===== src/rtl/lsu_pkg.sv =====
// Shared definitions for the load/store memory controller: access-mode encodings,
// FSM state type and the word-boundary split predicate.
package lsu_pkg;

    // Access mode encodings as presented by decode (modeBU)
    localparam logic [2:0] MODE_NONE  = 3'b000;
    localparam logic [2:0] MODE_WORD  = 3'b001;
    localparam logic [2:0] MODE_HALF  = 3'b010;
    localparam logic [2:0] MODE_BYTE  = 3'b011;
    localparam logic [2:0] MODE_HALFU = 3'b100;
    localparam logic [2:0] MODE_BYTEU = 3'b101;

    typedef enum logic [1:0] {
        IDLE,
        BEAT0,
        BEAT1,
        RESP
    } state_t;

    // True when the access straddles a word boundary and needs two memory beats
    function automatic logic is_split(input logic [2:0] mode, input logic [1:0] offset);
        return ((mode == MODE_WORD) && (offset != 2'd0)) ||
               (((mode == MODE_HALF) || (mode == MODE_HALFU)) && (offset == 2'd3));
    endfunction

    // Encodings outside 001..101 are treated as no-ops
    function automatic logic is_valid_mode(input logic [2:0] mode);
        return (mode >= MODE_WORD) && (mode <= MODE_BYTEU);
    endfunction

endpackage


===== src/rtl/lsu_lane_align.sv =====
// Combinational lane steering shared by both memory beats: byte-enable generation,
// write-data shifting and load merge with sign/zero extension.
module lsu_lane_align
    import lsu_pkg::*;
#(
    parameter int DATA_WIDTH = 32
) (
    input  logic [2:0]            i_mode,
    input  logic [1:0]            i_offset,
    input  logic                  i_beat1,
    input  logic [DATA_WIDTH-1:0] i_wdata,
    input  logic [DATA_WIDTH-1:0] i_rdata_lo,
    input  logic [DATA_WIDTH-1:0] i_rdata_hi,
    output logic [3:0]            o_be,
    output logic [DATA_WIDTH-1:0] o_wdata,
    output logic [DATA_WIDTH-1:0] o_rdata
);

    logic [3:0]              w_be_base;
    logic [7:0]              w_be_wide;
    logic [2*DATA_WIDTH-1:0] w_wdata_wide;
    logic [DATA_WIDTH-1:0]   w_rdata_shift;
    logic [4:0]              w_shamt;

    assign w_shamt = {i_offset, 3'b000};

    // Unshifted enable pattern for the access size
    always_comb begin
        w_be_base = 4'b0000;
        case (i_mode)
            MODE_WORD:              w_be_base = 4'b1111;
            MODE_HALF, MODE_HALFU:  w_be_base = 4'b0011;
            MODE_BYTE, MODE_BYTEU:  w_be_base = 4'b0001;
            default:                w_be_base = 4'b0000;
        endcase
    end

    // Shifting into a double-width window: the low half is beat 0, the spill-over
    // into the high half is exactly what beat 1 must carry.
    assign w_be_wide    = {4'b0000, w_be_base} << i_offset;
    assign w_wdata_wide = {{DATA_WIDTH{1'b0}}, i_wdata} << w_shamt;
    assign o_be         = i_beat1 ? w_be_wide[7:4] : w_be_wide[3:0];
    assign o_wdata      = i_beat1 ? w_wdata_wide[2*DATA_WIDTH-1:DATA_WIDTH]
                                  : w_wdata_wide[DATA_WIDTH-1:0];

    // Bytes from the second word only survive the size mask when the access was split
    assign w_rdata_shift = DATA_WIDTH'({i_rdata_hi, i_rdata_lo} >> w_shamt);

    // Mask to the access size and extend
    always_comb begin
        o_rdata = '0;
        case (i_mode)
            MODE_WORD:  o_rdata = w_rdata_shift;
            MODE_HALF:  o_rdata = {{(DATA_WIDTH-16){w_rdata_shift[15]}}, w_rdata_shift[15:0]};
            MODE_BYTE:  o_rdata = {{(DATA_WIDTH-8){w_rdata_shift[7]}}, w_rdata_shift[7:0]};
            MODE_HALFU: o_rdata = {{(DATA_WIDTH-16){1'b0}}, w_rdata_shift[15:0]};
            MODE_BYTEU: o_rdata = {{(DATA_WIDTH-8){1'b0}}, w_rdata_shift[7:0]};
            default:    o_rdata = '0;
        endcase
    end

endmodule


===== src/rtl/lsu_mem_ctrl.sv =====
// MEM-stage load/store controller: runs one request against a word-addressed memory
// over a req/ack handshake, splitting word-crossing accesses into two beats and
// stalling the pipeline until the response.
// Optional: define MISALIGN_TRAP_EN to reject split accesses with rsp_err instead.
module lsu_mem_ctrl
    import lsu_pkg::*;
#(
    parameter int DATA_WIDTH = 32,
    parameter int ADDR_WIDTH = 32
) (
    input  logic                  clk,
    input  logic                  rst_n,
    input  logic                  req_valid,
    output logic                  req_ready,
    input  logic                  req_write,
    input  logic [2:0]            req_mode,
    input  logic [ADDR_WIDTH-1:0] req_addr,
    input  logic [DATA_WIDTH-1:0] req_wdata,
    output logic                  rsp_valid,
    output logic [DATA_WIDTH-1:0] rsp_rdata,
    output logic                  rsp_err,
    output logic                  stall,
    output logic                  mem_req,
    output logic                  mem_we,
    output logic [ADDR_WIDTH-1:0] mem_addr,
    output logic [DATA_WIDTH-1:0] mem_wdata,
    output logic [3:0]            mem_be,
    input  logic                  mem_ack,
    input  logic [DATA_WIDTH-1:0] mem_rdata
);

    state_t                r_state, w_state_d;

    logic                  r_write;
    logic [2:0]            r_mode;
    logic [1:0]            r_offset;
    logic [DATA_WIDTH-1:0] r_wdata;
    logic [DATA_WIDTH-1:0] r_rdata0,    w_rdata0_d;
    logic [DATA_WIDTH-1:0] r_rsp_rdata, w_rsp_rdata_d;
    logic                  r_mem_req,   w_mem_req_d;
    logic                  r_mem_we,    w_mem_we_d;
    logic [ADDR_WIDTH-1:0] r_mem_addr,  w_mem_addr_d;
    logic [DATA_WIDTH-1:0] r_mem_wdata, w_mem_wdata_d;
    logic [3:0]            r_mem_be,    w_mem_be_d;
    logic                  w_capture;

`ifdef MISALIGN_TRAP_EN
    logic                  r_rsp_err,   w_rsp_err_d;
`endif

    logic [2:0]            w_sel_mode;
    logic [1:0]            w_sel_offset;
    logic [DATA_WIDTH-1:0] w_sel_wdata;
    logic [DATA_WIDTH-1:0] w_lane_wdata;
    logic [DATA_WIDTH-1:0] w_lane_rdata;
    logic [DATA_WIDTH-1:0] w_rdata_lo;
    logic [3:0]            w_lane_be;

    // In IDLE the aligner sees the live request so beat 0 can be registered at accept
    assign w_sel_mode   = (r_state == IDLE) ? req_mode       : r_mode;
    assign w_sel_offset = (r_state == IDLE) ? req_addr[1:0]  : r_offset;
    assign w_sel_wdata  = (r_state == IDLE) ? req_wdata      : r_wdata;
    assign w_rdata_lo   = (r_state == BEAT1) ? r_rdata0      : mem_rdata;

    lsu_lane_align #(
        .DATA_WIDTH (DATA_WIDTH)
    ) u_lane_align (
        .i_mode     (w_sel_mode),
        .i_offset   (w_sel_offset),
        .i_beat1    (r_state == BEAT1),
        .i_wdata    (w_sel_wdata),
        .i_rdata_lo (w_rdata_lo),
        .i_rdata_hi (mem_rdata),
        .o_be       (w_lane_be),
        .o_wdata    (w_lane_wdata),
        .o_rdata    (w_lane_rdata)
    );

    // Next-state and next memory-interface values
    always_comb begin
        w_state_d     = r_state;
        w_mem_req_d   = r_mem_req;
        w_mem_we_d    = r_mem_we;
        w_mem_addr_d  = r_mem_addr;
        w_mem_wdata_d = r_mem_wdata;
        w_mem_be_d    = r_mem_be;
        w_rdata0_d    = r_rdata0;
        w_rsp_rdata_d = r_rsp_rdata;
        w_capture     = 1'b0;
`ifdef MISALIGN_TRAP_EN
        w_rsp_err_d   = r_rsp_err;
`endif
        unique case (r_state)
            IDLE: begin
                if (req_valid) begin
                    w_capture     = 1'b1;
                    w_rsp_rdata_d = '0;
`ifdef MISALIGN_TRAP_EN
                    w_rsp_err_d   = 1'b0;
`endif
                    if (!is_valid_mode(req_mode)) begin
                        w_state_d = RESP;
`ifdef MISALIGN_TRAP_EN
                    end else if (is_split(req_mode, req_addr[1:0])) begin
                        w_state_d   = RESP;
                        w_rsp_err_d = 1'b1;
`endif
                    end else begin
                        w_state_d     = BEAT0;
                        w_mem_req_d   = 1'b1;
                        w_mem_we_d    = req_write;
                        w_mem_addr_d  = {req_addr[ADDR_WIDTH-1:2], 2'b00};
                        w_mem_wdata_d = req_write ? w_lane_wdata : '0;
                        w_mem_be_d    = req_write ? w_lane_be : 4'b0000;
                    end
                end
            end
            BEAT0: begin
                if (r_mem_req && mem_ack) begin
                    w_mem_req_d = 1'b0;
                    w_mem_we_d  = 1'b0;
                    if (is_split(r_mode, r_offset)) begin
                        w_state_d  = BEAT1;
                        w_rdata0_d = mem_rdata;
                    end else begin
                        w_state_d = RESP;
                        if (!r_write) begin
                            w_rsp_rdata_d = w_lane_rdata;
                        end
                    end
                end
            end
            BEAT1: begin
                // First BEAT1 cycle is the mandatory idle gap; the second beat issues after it
                if (!r_mem_req) begin
                    w_mem_req_d   = 1'b1;
                    w_mem_we_d    = r_write;
                    w_mem_addr_d  = r_mem_addr + ADDR_WIDTH'(4);
                    w_mem_wdata_d = r_write ? w_lane_wdata : '0;
                    w_mem_be_d    = r_write ? w_lane_be : 4'b0000;
                end else if (mem_ack) begin
                    w_mem_req_d = 1'b0;
                    w_mem_we_d  = 1'b0;
                    w_state_d   = RESP;
                    if (!r_write) begin
                        w_rsp_rdata_d = w_lane_rdata;
                    end
                end
            end
            RESP: begin
                w_state_d = IDLE;
            end
            default: begin
                w_state_d = IDLE;
            end
        endcase
    end

    // FSM state register
    always_ff @(posedge clk or negedge rst_n) begin
        if (!rst_n) begin
            r_state <= IDLE;
        end else begin
            r_state <= w_state_d;
        end
    end

    // Request capture, memory interface and response registers
    always_ff @(posedge clk or negedge rst_n) begin
        if (!rst_n) begin
            r_write     <= 1'b0;
            r_mode      <= MODE_NONE;
            r_offset    <= 2'b00;
            r_wdata     <= '0;
            r_rdata0    <= '0;
            r_rsp_rdata <= '0;
            r_mem_req   <= 1'b0;
            r_mem_we    <= 1'b0;
            r_mem_addr  <= '0;
            r_mem_wdata <= '0;
            r_mem_be    <= 4'b0000;
        end else begin
            if (w_capture) begin
                r_write  <= req_write;
                r_mode   <= req_mode;
                r_offset <= req_addr[1:0];
                r_wdata  <= req_wdata;
            end
            r_rdata0    <= w_rdata0_d;
            r_rsp_rdata <= w_rsp_rdata_d;
            r_mem_req   <= w_mem_req_d;
            r_mem_we    <= w_mem_we_d;
            r_mem_addr  <= w_mem_addr_d;
            r_mem_wdata <= w_mem_wdata_d;
            r_mem_be    <= w_mem_be_d;
        end
    end

`ifdef MISALIGN_TRAP_EN
    // Misalignment error flag, valid alongside rsp_valid
    always_ff @(posedge clk or negedge rst_n) begin
        if (!rst_n) begin
            r_rsp_err <= 1'b0;
        end else begin
            r_rsp_err <= w_rsp_err_d;
        end
    end
    assign rsp_err = r_rsp_err;
`else
    assign rsp_err = 1'b0;
`endif

    assign req_ready = (r_state == IDLE);
    assign rsp_valid = (r_state == RESP);
    assign stall     = (r_state == BEAT0) || (r_state == BEAT1);
    assign rsp_rdata = r_rsp_rdata;
    assign mem_req   = r_mem_req;
    assign mem_we    = r_mem_we;
    assign mem_addr  = r_mem_addr;
    assign mem_wdata = r_mem_wdata;
    assign mem_be    = r_mem_be;

endmodule

===== config.mk =====
export PLATFORM = sky130hd
export DESIGN_NAME = lsu_mem_ctrl
export DESIGN_NICKNAME = d
export VERILOG_FILES = /design/src/rtl/lsu_pkg.sv /design/src/rtl/lsu_lane_align.sv /design/src/rtl/lsu_mem_ctrl.sv
export SDC_FILE = /design/constraint.sdc
export NUM_CORES = 1
export LEC_CHECK = 0
export ABC_CLOCK_PERIOD_IN_PS = 3660
export CAP_MARGIN = 20
export CORE_UTILIZATION = 45
export CTS_CLUSTER_DIAMETER = 60
export DETAILED_ROUTE_END_ITERATION = 10
export GPL_TIMING_DRIVEN = 0
export PLACE_DENSITY = 0.71
export SETUP_SLACK_MARGIN = 0.2
export SYNTH_ARGS = -nofsm -noshare
export SYNTH_HDL_FRONTEND = slang
export SYNTH_SLANG_ARGS = --single-unit
export TNS_END_PERCENT = 30

===== constraint.sdc =====
create_clock -name clk -period 3.66 [get_ports clk]
set_clock_uncertainty 0.1 [all_clocks]
set_input_delay 0.549 -clock clk [delete_from_list [all_inputs] [get_ports clk]]
set_output_delay 0.549 -clock clk [all_outputs]
set_load 0.05 [all_outputs]

==> results.toml <==
[placed_design]
placed_area_sq_um = 12900
hpwl_mm = 27.0
gp_congestion = 0.959
portBuffers = 205

[floorplanning]
die_h_um = 155
core_area_sq_um = 22700
dieArea_sq_um = 23900
die_w_um = 155
ios = 210
rows = 55
start_util = 0.461

[layout]
nNetsFinal = 1361
multi_input_area_sq_um = 5690
nFillCells = 1963
syn_to_final_growth_pct = 29.5
diodes = 0
fin_area_sq_um = 13600
seqCellArea_sq_um = 4300
drive_above_1_share = 0.176

[power_and_ir_drop]
leakage_nw = 5.63
switching_share = 0.507
p_clk_frac = 0.130
p_seq_frac = 0.226
internal_power_mw = 7.66
p_per_area_nw_per_um2 = 1140
switchingPower_mw = 7.88
share_comb_of_total_power = 0.644
peakVddDrop_mv = 0.466

[critical_path]
crit_path_end_kind = "flop"
cp.required_ps = 3860
start_kind = "flop"
regToRegStartpoint = "r_state[0]"
worstSetupPathType = "flop to flop"
reg2reg_to = "rsp_rdata[14]"
r2r_slack_ps = 530
r2r_cells = 10
worstPathArrival_ps = 3330
path_max_fanout = 10

[yosys]
synthCells = 1025
synthArstFlopShare = 1.00
synth_cell_type_count = 72
syn_area_sq_um = 10500
yosys_warnings = 0
ys.flop_type = "dfrtp_1"
synth_edf_count = 0
synth_area_per_cell_sq_um = 10.2
ys_seq_elements = 172
synth_seq_area_share = 0.411

[clock_tree]
clockBufferDepth = 2
post-cts-setup-buffers = 0
clk_latency_ps = 440
cts_inserted_buffers = 17
cts_resized = 0
hold_buffers = 0
clk_pin_slew_ps = 70
cts_sinks = 172
cts.htree.levels = 4
cts_tree = "built"
clockRootBuffer = "clkbuf_16"

[detailed_routing]
drt-pass1-iter-count = 5
antenna_left = 0
drc = 0
wire_per_inst_um = 23.3
via_per_inst = 6.21
vias = 9631
totalWireLength_mm = 36.2
drt_iter0_markers = 735

[global_routing]
grt.overflow.total = 0
grt_pass1_vias = 9617
antenna_found_initial = 0
grt_usage = 0.308
grt_max_degree = 95
grt_pass1_wl_mm = 55.5

[run]
maxCapViolations = 0

[sta]
fmax_mhz = 319
rsz0062_at_grt = "no"
setup-tns-final_ps = 0
drv_slew = 0
post-route-min-period_ps = 3130
relSlewSlack = 0.334
hold_viol_final = 10
tightestPinTransition_ps = 992
setup_violations = 0
timing.hold.ws_ps = -31.0
period_share = 0.856

[run_status]
violations = "negative hold slack"
status = "finished with violations"

[worst_hold_path]
hold_class = "primary input to asynchronous set/reset pin"
[registers in the layout, summed over array words and instances, names as in the netlist]
| register | count |
|---|---|
| r_write | 1 |
| r_offset | 2 |
| mem_wdata | 32 |
| mem_be | 4 |
| r_rdata0 | 32 |
| r_wdata | 32 |
| mem_addr | 30 |
| r_mode | 3 |
| r_state | 2 |
| mem_we | 1 |
| mem_req | 1 |
| rsp_rdata | 32 |
[layer usage]
layer / wire (um) / up-vias / GRT usage / share of wire
met5: 0 / - / 0 / 0
met4: 1330 / 0 / 0.145 / 0.037
met3: 2350 / 75 / 0.0488 / 0.065
met2: 17300 / 425 / 0.498 / 0.48
met1: 15200 / 4801 / 0.404 / 0.42
li1: - / 4330 / - / -
[placed cells by master, fill, tap and decap left out, types with 8 or more instances in the layout]
master / n
a211oi_1: 27
a22o_1: 9
a32oi_1: 15
dfrtp_1: 172
nor2b_1: 11
o21a_1: 10
o21ai_0: 71
inv_1: 14
a22oi_1: 22
clkbuf_16: 17
a2bb2oi_1: 11
nand2_1: 63
o211ai_1: 9
mux2_2: 97
nor2_1: 56
clkdlybuf4s50_1: 204
buf_4: 12
nand4_1: 11
a21oi_1: 63
o22ai_1: 26
o221ai_1: 8
clkbuf_1: 21
and3_1: 11
nand3_1: 17
buf_2: 40
mux2i_1: 105
nor3_1: 12
o2bb2ai_1: 8
[critical path: stages, from the launching register on]
cell and delay (ps):
dfrtp_1 420, inv_1 100, ha_1 230, buf_6 150, mux2i_4 210, buf_6 160
nand2_1 200, buf_1 540, o22ai_1 190, o21ai_0 510, a22oi_1 180
[worst max-delay path by stage]
stage / slack (ps) / endpoint / cells after the start / start
after floorplan: 880 / rsp_rdata[10] / 9 / r_state[0]
after global placement: -5370 / r_rdata0[21] / 1 / rst_n
after detailed placement: 370 / mem_wdata[5] / 8 / req_mode[2]
after CTS: 660 / mem_wdata[5] / 9 / r_state[0]
after global routing: 420 / mem_wdata[5] / 9 / r_state[0]
final: 530 / rsp_rdata[14] / 10 / r_state[0]
[Yosys cell counts, types with 3 or more instances]
cell | instances | area share
a21oi_1 | 63 | 0.030
nor2b_1 | 11 | 0.0066
buf_4 | 12 | 0.0086
buf_2 | 40 | 0.019
o31ai_1 | 5 | 0.0036
buf_6 | 4 | 0.0043
a22o_1 | 9 | 0.0075
o21ai_0 | 71 | 0.034
ha_1 | 5 | 0.0060
o2bb2ai_1 | 8 | 0.0067
nor2_1 | 56 | 0.020
o22ai_1 | 26 | 0.016
a31o_2 | 7 | 0.0059
and3_1 | 11 | 0.0066
a211oi_1 | 27 | 0.019
o22a_1 | 3 | 0.0025
mux2_2 | 97 | 0.10
mux4_2 | 7 | 0.015
a2bb2oi_1 | 11 | 0.0092
nor3_1 | 12 | 0.0057
mux2i_1 | 105 | 0.10
or2_2 | 7 | 0.0042
a22oi_1 | 22 | 0.016
and4_1 | 4 | 0.0033
buf_1 | 6 | 0.0021
nand2_1 | 63 | 0.023
o21a_1 | 10 | 0.0072
nand2b_1 | 4 | 0.0024
nand4_1 | 11 | 0.0066
dfrtp_1 | 172 | 0.41
a32oi_1 | 15 | 0.013
o211ai_1 | 9 | 0.0064
nand3_1 | 17 | 0.0081
inv_1 | 14 | 0.0050
o221ai_1 | 8 | 0.0067
clkbuf_1 | 21 | 0.0075
a311oi_1 | 5 | 0.0042
mux2_1 | 4 | 0.0043
a31oi_1 | 3 | 0.0018
[cells by family (layout without fill, tap and decap cells)]
logic type,count (synthesis),count (layout),share of synthesized area
multiplexers,215,215,0.227
buffers and inverters,98,336,0.0470
other,1,3,0.000358
XOR/XNOR,1,1,0.000836
adder cells (fa/ha/maj),5,5,0.00597
AND/OR/NAND/NOR,214,214,0.0999
AO/OA/AOI/OAI,319,319,0.208
flip-flops,172,172,0.411
[through the flow]
step	hold WS (ps)	util	setup WS (ps)	power, mW	instances
3_5_place_dp	375	0.569	369	13.4	1518
5_1_grt	26.7	0.598	423	16.3	1550
2_1_floorplan	153	-	881	10.2	1027
6_report	-31.0	0.598	528	15.5	1550
4_1_cts	9.42	0.598	664	15.4	1550
3_3_place_gp	364	0.568	-5370	13.3	1517
[power by group through the flow]
stage / sequential, mW / combinational, mW / clock, mW
6_report: 3.52 / 10.0 / 2.02
5_1_grt: 3.62 / 10.6 / 2.11
4_1_cts: 3.49 / 9.90 / 2.04
3_5_place_dp: 3.51 / 9.87 / 0
3_3_place_gp: 3.49 / 9.76 / 0
2_1_floorplan: 4.70 / 5.50 / 0
[area by class of cell]
class,instances,area share
Inverter,15,0.00415
Multi-Input combinational cell,757,0.419
Sequential cell,172,0.317
Buffer,83,0.0322
Clock inverter,14,0.0153
Clock buffer,18,0.0324
Timing Repair Buffer,206,0.154
Tap cell,285,0.0263
Note: power is estimated with default switching activity, not from simulation.
